===== config.mk =====
export PLATFORM = sky130hd
export DESIGN_NAME = bcd_seg7_scan_flat
export DESIGN_NICKNAME = d
export VERILOG_FILES = /design/src/rtl/bcd_seg7_scan_pkg.sv /design/src/rtl/bcd_seg7_scan_if.sv /design/src/rtl/bcd_seg7_dec.sv /design/src/rtl/bcd_seg7_scan.sv /design/src/flat_wrapper.sv
export SDC_FILE = /design/constraint.sdc
export NUM_CORES = 1
export LEC_CHECK = 0
export BUFFER_PORTS_ARGS = -buffer_cell sky130_fd_sc_hd__buf_2
export CAP_MARGIN = 20
export CORE_UTILIZATION = 60
export CTS_BUF_LIST = sky130_fd_sc_hd__clkbuf_8 sky130_fd_sc_hd__clkbuf_16
export CTS_CLUSTER_SIZE = 28
export DETAILED_ROUTE_END_ITERATION = 12
export GPL_ROUTABILITY_DRIVEN = 0
export PLACE_DENSITY = 0.84
export SLEW_MARGIN = 5
export SYNTH_ARGS = -nofsm -noshare
export SYNTH_HDL_FRONTEND = slang
export SYNTH_SLANG_ARGS = --single-unit

===== constraint.sdc =====
create_clock -name clk -period 4.06 [get_ports clk]
set_input_delay 0.203 -clock clk [delete_from_list [all_inputs] [get_ports clk]]
set_output_delay 0.203 -clock clk [all_outputs]
set_load 0.005 [all_outputs]

===== src/rtl/bcd_seg7_scan_pkg.sv =====
// rtl/bcd_seg7_scan_pkg.sv - seven-segment patterns, scan defaults and digit index width
package seg7_pkg;

    localparam int REFRESH_DIV_DEFAULT = 50000;
    localparam int IDX_W               = 2;

    // Active-high patterns, bit 0 = segment a .. bit 6 = segment g
    localparam logic [6:0] SEG_0     = 7'h3F;
    localparam logic [6:0] SEG_1     = 7'h06;
    localparam logic [6:0] SEG_2     = 7'h5B;
    localparam logic [6:0] SEG_3     = 7'h4F;
    localparam logic [6:0] SEG_4     = 7'h66;
    localparam logic [6:0] SEG_5     = 7'h6D;
    localparam logic [6:0] SEG_6     = 7'h7D;
    localparam logic [6:0] SEG_7     = 7'h07;
    localparam logic [6:0] SEG_8     = 7'h7F;
    localparam logic [6:0] SEG_9     = 7'h6F;
    localparam logic [6:0] SEG_DASH  = 7'h40;
    localparam logic [6:0] SEG_BLANK = 7'h00;

    // Non-BCD nibbles show a dash so a corrupted score is visible rather than misread
    function automatic logic [6:0] digit_pattern(input logic [3:0] nibble);
        case (nibble)
            4'd0:    digit_pattern = SEG_0;
            4'd1:    digit_pattern = SEG_1;
            4'd2:    digit_pattern = SEG_2;
            4'd3:    digit_pattern = SEG_3;
            4'd4:    digit_pattern = SEG_4;
            4'd5:    digit_pattern = SEG_5;
            4'd6:    digit_pattern = SEG_6;
            4'd7:    digit_pattern = SEG_7;
            4'd8:    digit_pattern = SEG_8;
            4'd9:    digit_pattern = SEG_9;
            default: digit_pattern = SEG_DASH;
        endcase
    endfunction

endpackage


===== src/rtl/bcd_seg7_scan_if.sv =====
// rtl/bcd_seg7_scan_if.sv - score input and display output bundle (blink port with SEG7_BLINK_EN)
interface bcd_seg7_scan_if;
    logic [15:0] bcd;
    logic        load;
    logic        lzb_en;
    logic [3:0]  dp_mask;
    logic [6:0]  seg;
    logic        dp;
    logic [3:0]  an;
`ifdef SEG7_BLINK_EN
    logic        blink;

    modport master (output bcd, load, lzb_en, dp_mask, blink, input seg, dp, an);
    modport slave  (input bcd, load, lzb_en, dp_mask, blink, output seg, dp, an);
`else
    modport master (output bcd, load, lzb_en, dp_mask, input seg, dp, an);
    modport slave  (input bcd, load, lzb_en, dp_mask, output seg, dp, an);
`endif
endinterface


===== src/rtl/bcd_seg7_dec.sv =====
// rtl/bcd_seg7_dec.sv - combinational BCD nibble to active-high segment pattern
module bcd_seg7_dec
    import seg7_pkg::*;
(
    input  logic [3:0] nibble,
    output logic [6:0] pattern
);

    assign pattern = digit_pattern(nibble);

endmodule


===== src/rtl/bcd_seg7_scan.sv =====
// rtl/bcd_seg7_scan.sv - 4-digit multiplexed seven-segment driver (optional blink: SEG7_BLINK_EN)
module bcd_seg7_scan
    import seg7_pkg::*;
#(
    parameter int REFRESH_DIV    = REFRESH_DIV_DEFAULT,
    parameter int SEG_ACTIVE_LOW = 1,
    parameter int AN_ACTIVE_LOW  = 1
`ifdef SEG7_BLINK_EN
    ,
    parameter int BLINK_FRAMES   = 250
`endif
) (
    input logic          clk,
    input logic          rst_n,
    bcd_seg7_scan_if.slave bus
);

    localparam int         PW      = (REFRESH_DIV > 2) ? $clog2(REFRESH_DIV) : 1;
    localparam logic [6:0] SEG_OFF = (SEG_ACTIVE_LOW != 0) ? 7'h7F : 7'h00;
    localparam logic       DP_OFF  = (SEG_ACTIVE_LOW != 0);
    localparam logic [3:0] AN_OFF  = (AN_ACTIVE_LOW != 0) ? 4'hF : 4'h0;

    logic [PW-1:0]    presc;
    logic [IDX_W-1:0] idx;
    logic [15:0]      shadow;
    logic             slot_wrap;
    logic [3:0]       digit [4];
    logic [3:0]       zero;
    logic [3:0]       lead_zero;
    logic [6:0]       pattern;
    logic             blank;
    logic             off;
    logic [6:0]       seg_h;
    logic             dp_h;
    logic [3:0]       an_h;

    assign slot_wrap = (presc == PW'(REFRESH_DIV - 1));

    // Prescaler: one digit slot every REFRESH_DIV cycles
    always_ff @(posedge clk or negedge rst_n) begin
        if (!rst_n)
            presc <= '0;
        else if (slot_wrap)
            presc <= '0;
        else
            presc <= presc + 1'b1;
    end

    // Digit index walks 0..3 and wraps naturally
    always_ff @(posedge clk or negedge rst_n) begin
        if (!rst_n)
            idx <= '0;
        else if (slot_wrap)
            idx <= idx + 1'b1;
    end

    // Shadow register only follows bcd on load strobes
    always_ff @(posedge clk or negedge rst_n) begin
        if (!rst_n)
            shadow <= '0;
        else if (bus.load)
            shadow <= bus.bcd;
    end

    assign digit[0] = shadow[3:0];
    assign digit[1] = shadow[7:4];
    assign digit[2] = shadow[11:8];
    assign digit[3] = shadow[15:12];

    // A digit is a leading zero when it and every higher digit are exactly zero;
    // invalid nibbles are non-zero so they stop the blanking chain
    assign zero         = {digit[3] == 4'd0, digit[2] == 4'd0, digit[1] == 4'd0, digit[0] == 4'd0};
    assign lead_zero[3] = zero[3];
    assign lead_zero[2] = zero[3] & zero[2];
    assign lead_zero[1] = zero[3] & zero[2] & zero[1];
    assign lead_zero[0] = 1'b0;

    bcd_seg7_dec u_dec (
        .nibble  (digit[idx]),
        .pattern (pattern)
    );

    assign blank = bus.lzb_en & lead_zero[idx];

`ifdef SEG7_BLINK_EN
    localparam int FW = (BLINK_FRAMES > 2) ? $clog2(BLINK_FRAMES) : 1;

    logic [FW-1:0] frame_cnt;
    logic          phase;

    // Frame counter flips the blink phase every BLINK_FRAMES full scans
    always_ff @(posedge clk or negedge rst_n) begin
        if (!rst_n) begin
            frame_cnt <= '0;
            phase     <= 1'b0;
        end else if (slot_wrap && idx == 2'd3) begin
            if (frame_cnt == FW'(BLINK_FRAMES - 1)) begin
                frame_cnt <= '0;
                phase     <= ~phase;
            end else begin
                frame_cnt <= frame_cnt + 1'b1;
            end
        end
    end

    assign off = bus.blink & phase;
`else
    assign off = 1'b0;
`endif

    // Active-high view of the current slot; a blanked slot keeps its anode only to show a dp
    always_comb begin
        seg_h = pattern;
        dp_h  = bus.dp_mask[idx];
        an_h  = 4'b0001 << idx;
        if (blank) begin
            seg_h = SEG_BLANK;
            if (!bus.dp_mask[idx])
                an_h = 4'b0000;
        end
        if (off) begin
            seg_h = SEG_BLANK;
            dp_h  = 1'b0;
            an_h  = 4'b0000;
        end
    end

    // Output register applies board polarity; reset parks everything dark
    always_ff @(posedge clk or negedge rst_n) begin
        if (!rst_n) begin
            bus.seg <= SEG_OFF;
            bus.dp  <= DP_OFF;
            bus.an  <= AN_OFF;
        end else begin
            bus.seg <= seg_h ^ SEG_OFF;
            bus.dp  <= dp_h ^ DP_OFF;
            bus.an  <= an_h ^ AN_OFF;
        end
    end

endmodule

===== src/flat_wrapper.sv =====
// flat-port wrapper written by rule: the top's interface ports become plain ports
module bcd_seg7_scan_flat import seg7_pkg::*;
#(
    parameter int REFRESH_DIV    = REFRESH_DIV_DEFAULT,
    parameter int SEG_ACTIVE_LOW = 1,
    parameter int AN_ACTIVE_LOW  = 1

)
  (clk, rst_n, bus_bcd, bus_load, bus_lzb_en, bus_dp_mask, bus_seg, bus_dp, bus_an);
  bcd_seg7_scan_if bus_i ();
  input logic clk;
  input logic rst_n;
  input wire logic [$bits(bus_i.bcd)-1:0] bus_bcd;
  input wire logic [$bits(bus_i.load)-1:0] bus_load;
  input wire logic [$bits(bus_i.lzb_en)-1:0] bus_lzb_en;
  input wire logic [$bits(bus_i.dp_mask)-1:0] bus_dp_mask;
  output wire logic [$bits(bus_i.seg)-1:0] bus_seg;
  output wire logic [$bits(bus_i.dp)-1:0] bus_dp;
  output wire logic [$bits(bus_i.an)-1:0] bus_an;
  assign bus_i.bcd = bus_bcd;
  assign bus_i.load = bus_load;
  assign bus_i.lzb_en = bus_lzb_en;
  assign bus_i.dp_mask = bus_dp_mask;
  assign bus_seg = bus_i.seg;
  assign bus_dp = bus_i.dp;
  assign bus_an = bus_i.an;
  bcd_seg7_scan #(.REFRESH_DIV(REFRESH_DIV), .SEG_ACTIVE_LOW(SEG_ACTIVE_LOW), .AN_ACTIVE_LOW(AN_ACTIVE_LOW)) u_core (.clk(clk), .rst_n(rst_n), .bus(bus_i));
endmodule

Word-level counts from Yosys, hierarchy flattened --
Memories as Yosys holds them, arrays and structs flattened. Cells that the tools add are included.
Word-level totals: flip-flop bits (word level) 46, ROM bits 112, bits of input ports 24, output and inout bits 12, logic and storage cells 34, memories kept 1
Operators by class: add/subtract/negate cells 2, $lt $le $gt $ge 2, equality and inequality tests 1, shift-type cells 1, multiplexer cells 11, bitwise logic cells 7, reductions and logical operators 3
Memories:
- (no name shown) | words 16, bits a word 7, read ports 1, clocked after memory_dff 0, write ports 0, RTL line bcd_seg7_scan_pkg.sv:23 | case (nibble)
Operator list (number):
- 16-bit by 1-bit adder with 16-bit output (second input constant) | 1
- 16-bit equality test (second input constant) | 1
- 16-bit two-way mux | 1
- 4-bit two-way mux | 4
- 4-bit logical NOT | 3
- 4-bit binary-select mux with 2-bit select | 1
- 7-bit two-way mux | 1
- 7-bit inverter | 1
- 1-bit binary-select mux with 2-bit select | 2
- 4-bit inverter | 1
- 1-bit by 2-bit left shift with 4-bit output (first input constant) | 1
- 1-bit AND | 3
- 3-bit >= comparator (second input constant) | 1
- 2-bit by 3-bit less-than comparator with 1-bit output (second input constant) | 1
- 2-bit inverter with 3-bit output | 1
- 2-bit by 1-bit adder with 2-bit output (second input constant) | 1
- 1-bit two-way mux | 2
- 1-bit inverter | 1

Logic depth before layout (Yosys ltp) --
Gate-level depths: netlist of the first run.
depth in word-level cells 8, depth in mapped cells 7, depth with buffers taken out 6

By module --
A second synthesis of the first run with hierarchy kept.
Unflattened totals: cells, all modules 180, area total of the unflattened synthesis 2237.1 µm²
By module, submodules not included:
- bcd_seg7_scan | instances 1, cells each 151, area an instance 2009.4 µm², sequential area each 1166.1 µm²
- bcd_seg7_dec | instances 1, cells each 29, area an instance 227.7 µm², sequential area each 0.0 µm²

Least setup slack after synthesis of the first run --
No wires, ideal clock.
kind register -> register, start register u_core.idx[0], end register u_core.bus.seg[2], setup time 0.083 ns, arrival time 1.685 ns, required time 3.977 ns, setup slack 2.292 ns, stages on the path, launching flop included 6, buffers on the path 1, clock period less this slack 1.768 ns, path through dfrtp_1 buf_4 mux4_2 ha_1 nor2b_1 a221o_1
Between the ends: cells in the longest elaborated chain, start to end 7, elaborated cells on any way between the ends 10, classes of those cells mux: 6; bitwise: 3; memory: 1
RTL lines:
- from (decl) | RTL line bcd_seg7_scan.sv:24 | logic [IDX_W-1:0] idx;
- from (signal assigned) | RTL line bcd_seg7_scan.sv:54 | idx <= idx + 1'b1;
- 2-bit inverter with 3-bit output (implied by the code) | RTL line bcd_seg7_scan.sv:79 | .nibble (digit[idx]),
- 4-bit binary-select mux with 2-bit select | RTL line bcd_seg7_scan.sv:79
- 4-bit two-way mux (implied by the code) (2 in series) | RTL line bcd_seg7_scan.sv:79
- memory read 16 x 7 bit
- 7-bit two-way mux * | RTL line bcd_seg7_scan.sv:116 | if (blank) begin
- 7-bit inverter (no source line) *
- to (signal assigned) | RTL line bcd_seg7_scan.sv:135 | bus.seg <= seg_h ^ SEG_OFF;
- to (decl) | RTL line bcd_seg7_scan_if.sv:17 | modport slave (input bcd, load, lzb_en, dp_mask, output seg, dp, an);
Mark *: on every way between the ends. The rest lies on a longest branch, timed or not. The select of a mux whose other input is x is not followed. A chain may end at the register's enable or synchronous reset.

Final worst setup path of the first run --
start register u_core.presc[13], end register u_core.presc[9]
Between the ends: cells in the longest elaborated chain, start to end 2
RTL lines:
- from (decl) | RTL line bcd_seg7_scan.sv:23 | logic [PW-1:0] presc;
- from (signal assigned) | RTL line bcd_seg7_scan.sv:46 | presc <= presc + 1'b1;
- 16-bit equality test | RTL line bcd_seg7_scan.sv:37 | assign slot_wrap = (presc == PW'(REFRESH_DIV - 1));
- 16-bit two-way mux | RTL line bcd_seg7_scan.sv:43 | else if (slot_wrap)
No other way between the ends.

==> results of run 1 <==
==> cells in the final DEF, fill, tap and decap left out, drive strengths merged, types with 4 or more instances in the layout <==
cell type	count
mux2i	4
nor2	6
dfrtp	34
ha	10
buf	35
mux2	17
mux4	4
nand4	5
dfstp	12
nand3	4
clkbuf	6
xor2	4
nand2	14
inv	9
o21ai	7
xnor2	8
==> sequential cells by signal, summed over array words and instances, names as in the netlist <==
signal / count
u_core.bus.seg: 7
u_core.bus.dp: 1
u_core.shadow: 16
u_core.presc: 16
u_core.idx: 2
u_core.bus.an: 4
==> stage by stage <==
step | total power [uW] | instance area (sq um) | setup slack (ns) | instances
3_3_place_gp | 600 | 2380 | 1.76 | 245
4_1_cts | 878 | 2470 | 1.66 | 253
5_1_grt | 906 | 2470 | 1.47 | 253
6_report | 871 | 2470 | 1.63 | 253
3_5_place_dp | 606 | 2380 | 1.66 | 245
2_1_floorplan | 563 | 2170 | 2.29 | 170
==> layout make-up <==
type | instances | area [sq um]
clock buffer | 6 | 82.6
clock inverter | 2 | 7.51
fill | 229 | 922
inverter | 7 | 26.3
multi-input combinational | 111 | 952
sequential | 46 | 1170
tap | 46 | 57.6
timing repair buffer | 35 | 175
==> logic make-up after synthesis <==
family | after synthesis
AO/OA/AOI/OAI | 16
XOR/XNOR | 12
adder cells (fa/ha/maj) | 10
buffers and inverters | 13
flip-flops | 46
multiplexers | 25
AND/OR/NAND/NOR | 48
==> layer usage <==
| metal | share of wire, % | up-vias |
|---|---|---|
| li1 | - | 669 |
| met5 | 0 | - |
| met2 | 48 | 36 |
| met4 | 1.7 | 0 |
| met3 | 4.7 | 5 |
| met1 | 46 | 705 |
==> power by group <==
group	switching [uW]	internal (uW)	total, uW
combinational	42.0	45.7	87.7
sequential	14.6	494	508
clock	141	134	275
==> path summary, 6_finish.rpt <==
path	from	to	slack [ns]	cells past startpoint
worst max-delay path	u_core.presc[13]$_DFF_PN0_	u_core.presc[9]$_DFF_PN0_	1.63	4
worst min-delay path	rst_n	u_core.presc[9]$_DFF_PN0_	0.04	1
worst max register to register	u_core.presc[13]$_DFF_PN0_	u_core.presc[9]$_DFF_PN0_	1.63	4
worst min register to register	u_core.presc[0]$_DFF_PN0_	u_core.presc[0]$_DFF_PN0_	0.45	1
max in group asynchronous	rst_n	u_core.shadow[0]$_DFFE_PN0P_	3.44	1
min in group clk	bus_bcd[9]	u_core.shadow[9]$_DFFE_PN0P_	0.13	2
==> worst max-delay path: cells and delay by family, from the launching register on <==
family	cells	cell delay (ns)
compound gates	1	0.22
simple gates	3	1.69
flops	1	0.41
==> reports/results.ini, run 1 <==
[routing]
drtIter0Drc = 49
firstDrtPassIters = 4
via_per_inst = 5.59
drc = 0
routedWlPerCell_microns = 14.9
wl_microns = 3780
antenna_left = 0
vias = 1415

[worst_setup_path]
setup.worst_path.end_class = register
cp_cell_sequence = or4bb_1 -> nor4_2 -> and3b_1 -> a211o_1
worst_setup_path_start_kind = register
crit_path_top_delay_cell = nor4_2
cp.arrival_ns = 2.62
worstPathMaxFanout = 12
critical_path_class = reg -> reg
worst_ep_required_time_ns = 4.25
slowest_delay_ns = 0.87

[power]
p_leak_uw = 0.00108
vdd_drop_max_mv = 0.229
powerDensity_mw_per_mm2 = 353

[place]
dp_hpwl_microns = 2800
portBuffers = 35

[synth]
synth_edf_count = 0
synth_seq_cells = 46
yosysWarnings = 0
muxShareOfSynthArea_pct = 14.8
synth_area_sq_mm = 0.00217
avgSynthCellArea_sq_um = 12.8
syn_inst = 170
synth-xor-area-share_pct = 4.84
synth_compound_area_share_pct = 5.30
synth_top_flop_cell = dfrtp_1
synthSimpleGateAreaFrac_pct = 13.1
synth_top_family_by_area = multiplexers
synth_top_cell_by_area = dfrtp_1
synthAdderAreaFrac_pct = 5.76
yosysMostFrequentCell = dfrtp_1
synth_cell_types = 38
synth_top_area_share_pct = 39.2
syn-num-nets = 204
asyncSetResetFlopFracSynth_pct = 100
ys_seq_area_share_pct = 53.7
synth_area_leaders = dfrtp_1 39%, dfstp_2 15%, mux2_2 8.8%, ha_1 5.8%, mux4_2 4.1%
synth_top_cells_by_count = 34 x dfrtp_1, 17 x mux2_2, 14 x nand2_1

[flow_run]
drv_cap = 0

[timing]
max-slew-margin-rel_pct = 33.2
finalClockSkew_ns = 0.00426
rsz0062_at_grt = no
max_freq_ghz = 0.412
holdWs_ns = 0.0435
worst_pin_slew_ns = 0.994
finalCritPeriodShare_pct = 59.8
fin_crit_ns = 2.43
hold_viol = 0
drv_slew = 0
setup_viol = 0
finalSetupTns_ns = 0

[clock_tree]
postCtsSetupBuffers = 0
cts_max_level = 2
clock-sinks = 46
cts_hold_buffers = 0
cts_resized = 0
cts_made_buffers = 5
clk_pin_slew_worst_paths_ns = 0.08
cts_tree = done
clk_latency_ns = 0.30
cts_root_buf = clkbuf_8
clock_path_buffers = 2

[grt]
top_usage_layer = met2
met3_usage_pct = 4.78
grt_util_met1_pct = 30.9
grt_pass1_wl_microns = 6800
overflow = 0
grt_pass1_vias = 1423
grt_antenna_before_repair = 0
grt.total_usage_pct = 22.9
use_met2_pct = 36.0
grt_max_degree = 47

[final_layout]
drive_above_1_share_pct = 38.6
syn2layout_area_growth_pct = 13.6
fin_nets = 240
n_antenna_cell = 0
final_core_util_pct = 72.8

[outcome]
status = completed

[floorplan]
die_area_sq_mm = 0.00386
die_h_microns = 62.2
initial_core_util_pct = 64.1
dieWidth_microns = 62.2
row_count = 21
core_sq_mm = 0.00339
io_pins = 36

[min_path]
hp-class = in -> async

Power figures use the tool's default switching activity.
==> run 2: changes to the inputs <==
--- a/config.mk
+++ b/config.mk
@@ -7,12 +7,12 @@
 export LEC_CHECK = 0
 export BUFFER_PORTS_ARGS = -buffer_cell sky130_fd_sc_hd__buf_2
 export CAP_MARGIN = 20
-export CORE_UTILIZATION = 60
+export CORE_UTILIZATION = 55
 export CTS_BUF_LIST = sky130_fd_sc_hd__clkbuf_8 sky130_fd_sc_hd__clkbuf_16
 export CTS_CLUSTER_SIZE = 28
 export DETAILED_ROUTE_END_ITERATION = 12
 export GPL_ROUTABILITY_DRIVEN = 0
-export PLACE_DENSITY = 0.84
+export PLACE_DENSITY = 0.78
 export SLEW_MARGIN = 5
 export SYNTH_ARGS = -nofsm -noshare
 export SYNTH_HDL_FRONTEND = slang
==> constraint.sdc (replaced) <==
create_clock -name clk -period 2.3 [get_ports clk]
set_input_delay 0.115 -clock clk [delete_from_list [all_inputs] [get_ports clk]]
set_output_delay 0.115 -clock clk [all_outputs]
set_load 0.005 [all_outputs]
==> run 2 against run 1 <==
Net effect: cell count grew 2.0%; cell area is 1.2% higher; combinational power is 85% higher; clock skew rose by 0.00086 ns; hold slack improved by 0.0049 ns; sequential share of layout area is 0.57 points lower; die area grew 8.8%; power is 74% higher; global-route usage down 2.0 points; fmax up 24%.
==> reports/results.ini, run 2 (synthesized netlist as in run 1, its figures left out) <==
[worst_setup_path]
worst_ep_required_time_ns = 2.53
setup.worst_path.end_class = register
worst_setup_path_start_kind = register
r2r_end = u_core.bus.seg[2]$_DFF_PN1_
reg2reg_setup_slack_ns = 0.34
slowest_delay_ns = 0.62
critical_path_class = reg -> reg
r2r-start = u_core.idx[0]$_DFFE_PN0N_
worstPathMaxFanout = 10
r2r_cells = 4
cp_cell_sequence = mux4_2 -> ha_1 -> nor2b_1 -> a221o_1
cp.arrival_ns = 2.19
crit_path_top_delay_cell = mux4_2

[timing]
finalClockSkew_ns = 0.00512
fin_crit_ns = 1.96
hold_viol = 0
drv_slew = 0
worst_pin_slew_ns = 0.423
setup_ws_ns = 0.336
max_freq_ghz = 0.509
finalSetupTns_ns = 0
max-slew-margin-rel_pct = 71.8
finalCritPeriodShare_pct = 85.4
setup_viol = 0
rsz0062_at_grt = no

[routing]
vias = 1423
drtIter0Drc = 44
routedWlPerCell_microns = 14.3
firstDrtPassIters = 4
wl_microns = 3700
antenna_left = 0
drc = 0
via_per_inst = 5.52

[min_path]
min_from = bus_bcd[0]
hold_end = u_core.shadow[0]$_DFFE_PN0P_
hp-class = in -> reg
min_path_cells = 2

[grt]
grt_pass1_vias = 1429
grt_max_degree = 47
grt.total_usage_pct = 20.9
grt_pass1_wl_microns = 6440
overflow = 0
grt_antenna_before_repair = 0

[clock_tree]
postCtsSetupBuffers = 0
cts_tree = done
cts_made_buffers = 5
clk_latency_ns = 0.29
clock-sinks = 46
clock_path_buffers = 2
cts_root_buf = clkbuf_8
clk_pin_slew_worst_paths_ns = 0.08
cts_max_level = 2

[floorplan]
initial_core_util_pct = 58.5
row_count = 22
die_area_sq_mm = 0.00420
core_sq_mm = 0.00372
io_pins = 36
die_h_microns = 64.8
dieWidth_microns = 64.8

[final_layout]
n_antenna_cell = 0
reg.largest.list = u_core.presc x16, u_core.shadow x16, u_core.bus.seg x7
regArea_sq_mm = 0.00117
multi_input_area_sq_um = 952
final_common_cell = buf_2
syn2layout_area_growth_pct = 15.0
layoutNonFillerInstCount = 258
drive_above_1_share_pct = 38.6
fillers = 281
fin_nets = 243
final_cell_mix = 35 x buf_2, 34 x dfrtp_1, 17 x mux2_2

[place]
place_inst = 248
portBuffers = 35
dp_hpwl_microns = 2810
pre_cts_slack_ns = 0.334

[power]
powerDensity_mw_per_mm2 = 607
vdd_drop_max_mv = 0.479
p_leak_uw = 0.00109

[flow_run]
drv_cap = 0

[outcome]
status = completed

run 2: timing repair:
| action | 4_1_cts | 5_1_grt |
|---|---|---|
| hold buffers | 0 | 1 |
| resized for setup | 0 | 0 |
| endpoints found under the hold margin | 0 | 40 |
run 2: cell type report:
type,instances,area share [%]
sequential,46,46.7
multi-input combinational,111,38.1
timing repair buffer,38,8.52
clock buffer,5,2.76
tap,48,2.40
inverter,7,1.05
clock inverter,3,0.451
run 2: layer usage:
| metal | track usage (%) | part of all wire, % | up-vias |
|---|---|---|---|
| met1 | 25.8 | 45 | 700 |
| li1 | - | - | 676 |
| met4 | 11.4 | 2.3 | 0 |
| met5 | 0 | 0 | - |
| met3 | 6.69 | 5.5 | 8 |
| met2 | 32.4 | 47 | 39 |
run 2: power by group:
| group | total (uW) | internal, uW | leakage (uW) | switching [uW] |
|---|---|---|---|---|
| sequential | 898 | 872 | 0.000550 | 26.4 |
| clock | 455 | 203 | 0.0000519 | 252 |
| combinational | 162 | 85.7 | 0.000492 | 76.7 |
| total | 1510 | 1160 | 0.00109 | 355 |
run 2: how the worst max path moves through the flow:
stage	from	endpoint	slack, ns
after floorplan	u_core.idx[0]$_DFFE_PN0N_	u_core.bus.seg[2]$_DFF_PN1_	0.53
after global placement	u_core.idx[0]$_DFFE_PN0N_	u_core.bus.seg[2]$_DFF_PN1_	0.42
after detailed placement	u_core.idx[0]$_DFFE_PN0N_	u_core.bus.seg[2]$_DFF_PN1_	0.33
after CTS	u_core.idx[0]$_DFFE_PN0N_	u_core.bus.seg[2]$_DFF_PN1_	0.32
after global routing	u_core.idx[0]$_DFFE_PN0N_	u_core.bus.seg[3]$_DFF_PN1_	0.16
final	u_core.idx[0]$_DFFE_PN0N_	u_core.bus.seg[2]$_DFF_PN1_	0.34
run 2: metrics by stage:
stage | util [%] | power (uW) | cell area, sq um | hold WS, ns
after floorplan | - | 995 | 2170 | -0.181
after global placement | 64.2 | 1060 | 2390 | 0.300
after detailed placement | 64.2 | 1070 | 2390 | 0.325
after CTS | 66.4 | 1530 | 2470 | 0.00340
after global routing | 67.2 | 1590 | 2500 | 0.0388
final | 67.2 | 1510 | 2500 | 0.0485
run 2: critical path: cells and delay by family, from the launching register on:
family | cells | cell delay (ns)
mux | 1 | 0.62
compound gates | 1 | 0.31
simple gates | 1 | 0.14
flops | 1 | 0.60
fa+ha+maj | 1 | 0.22
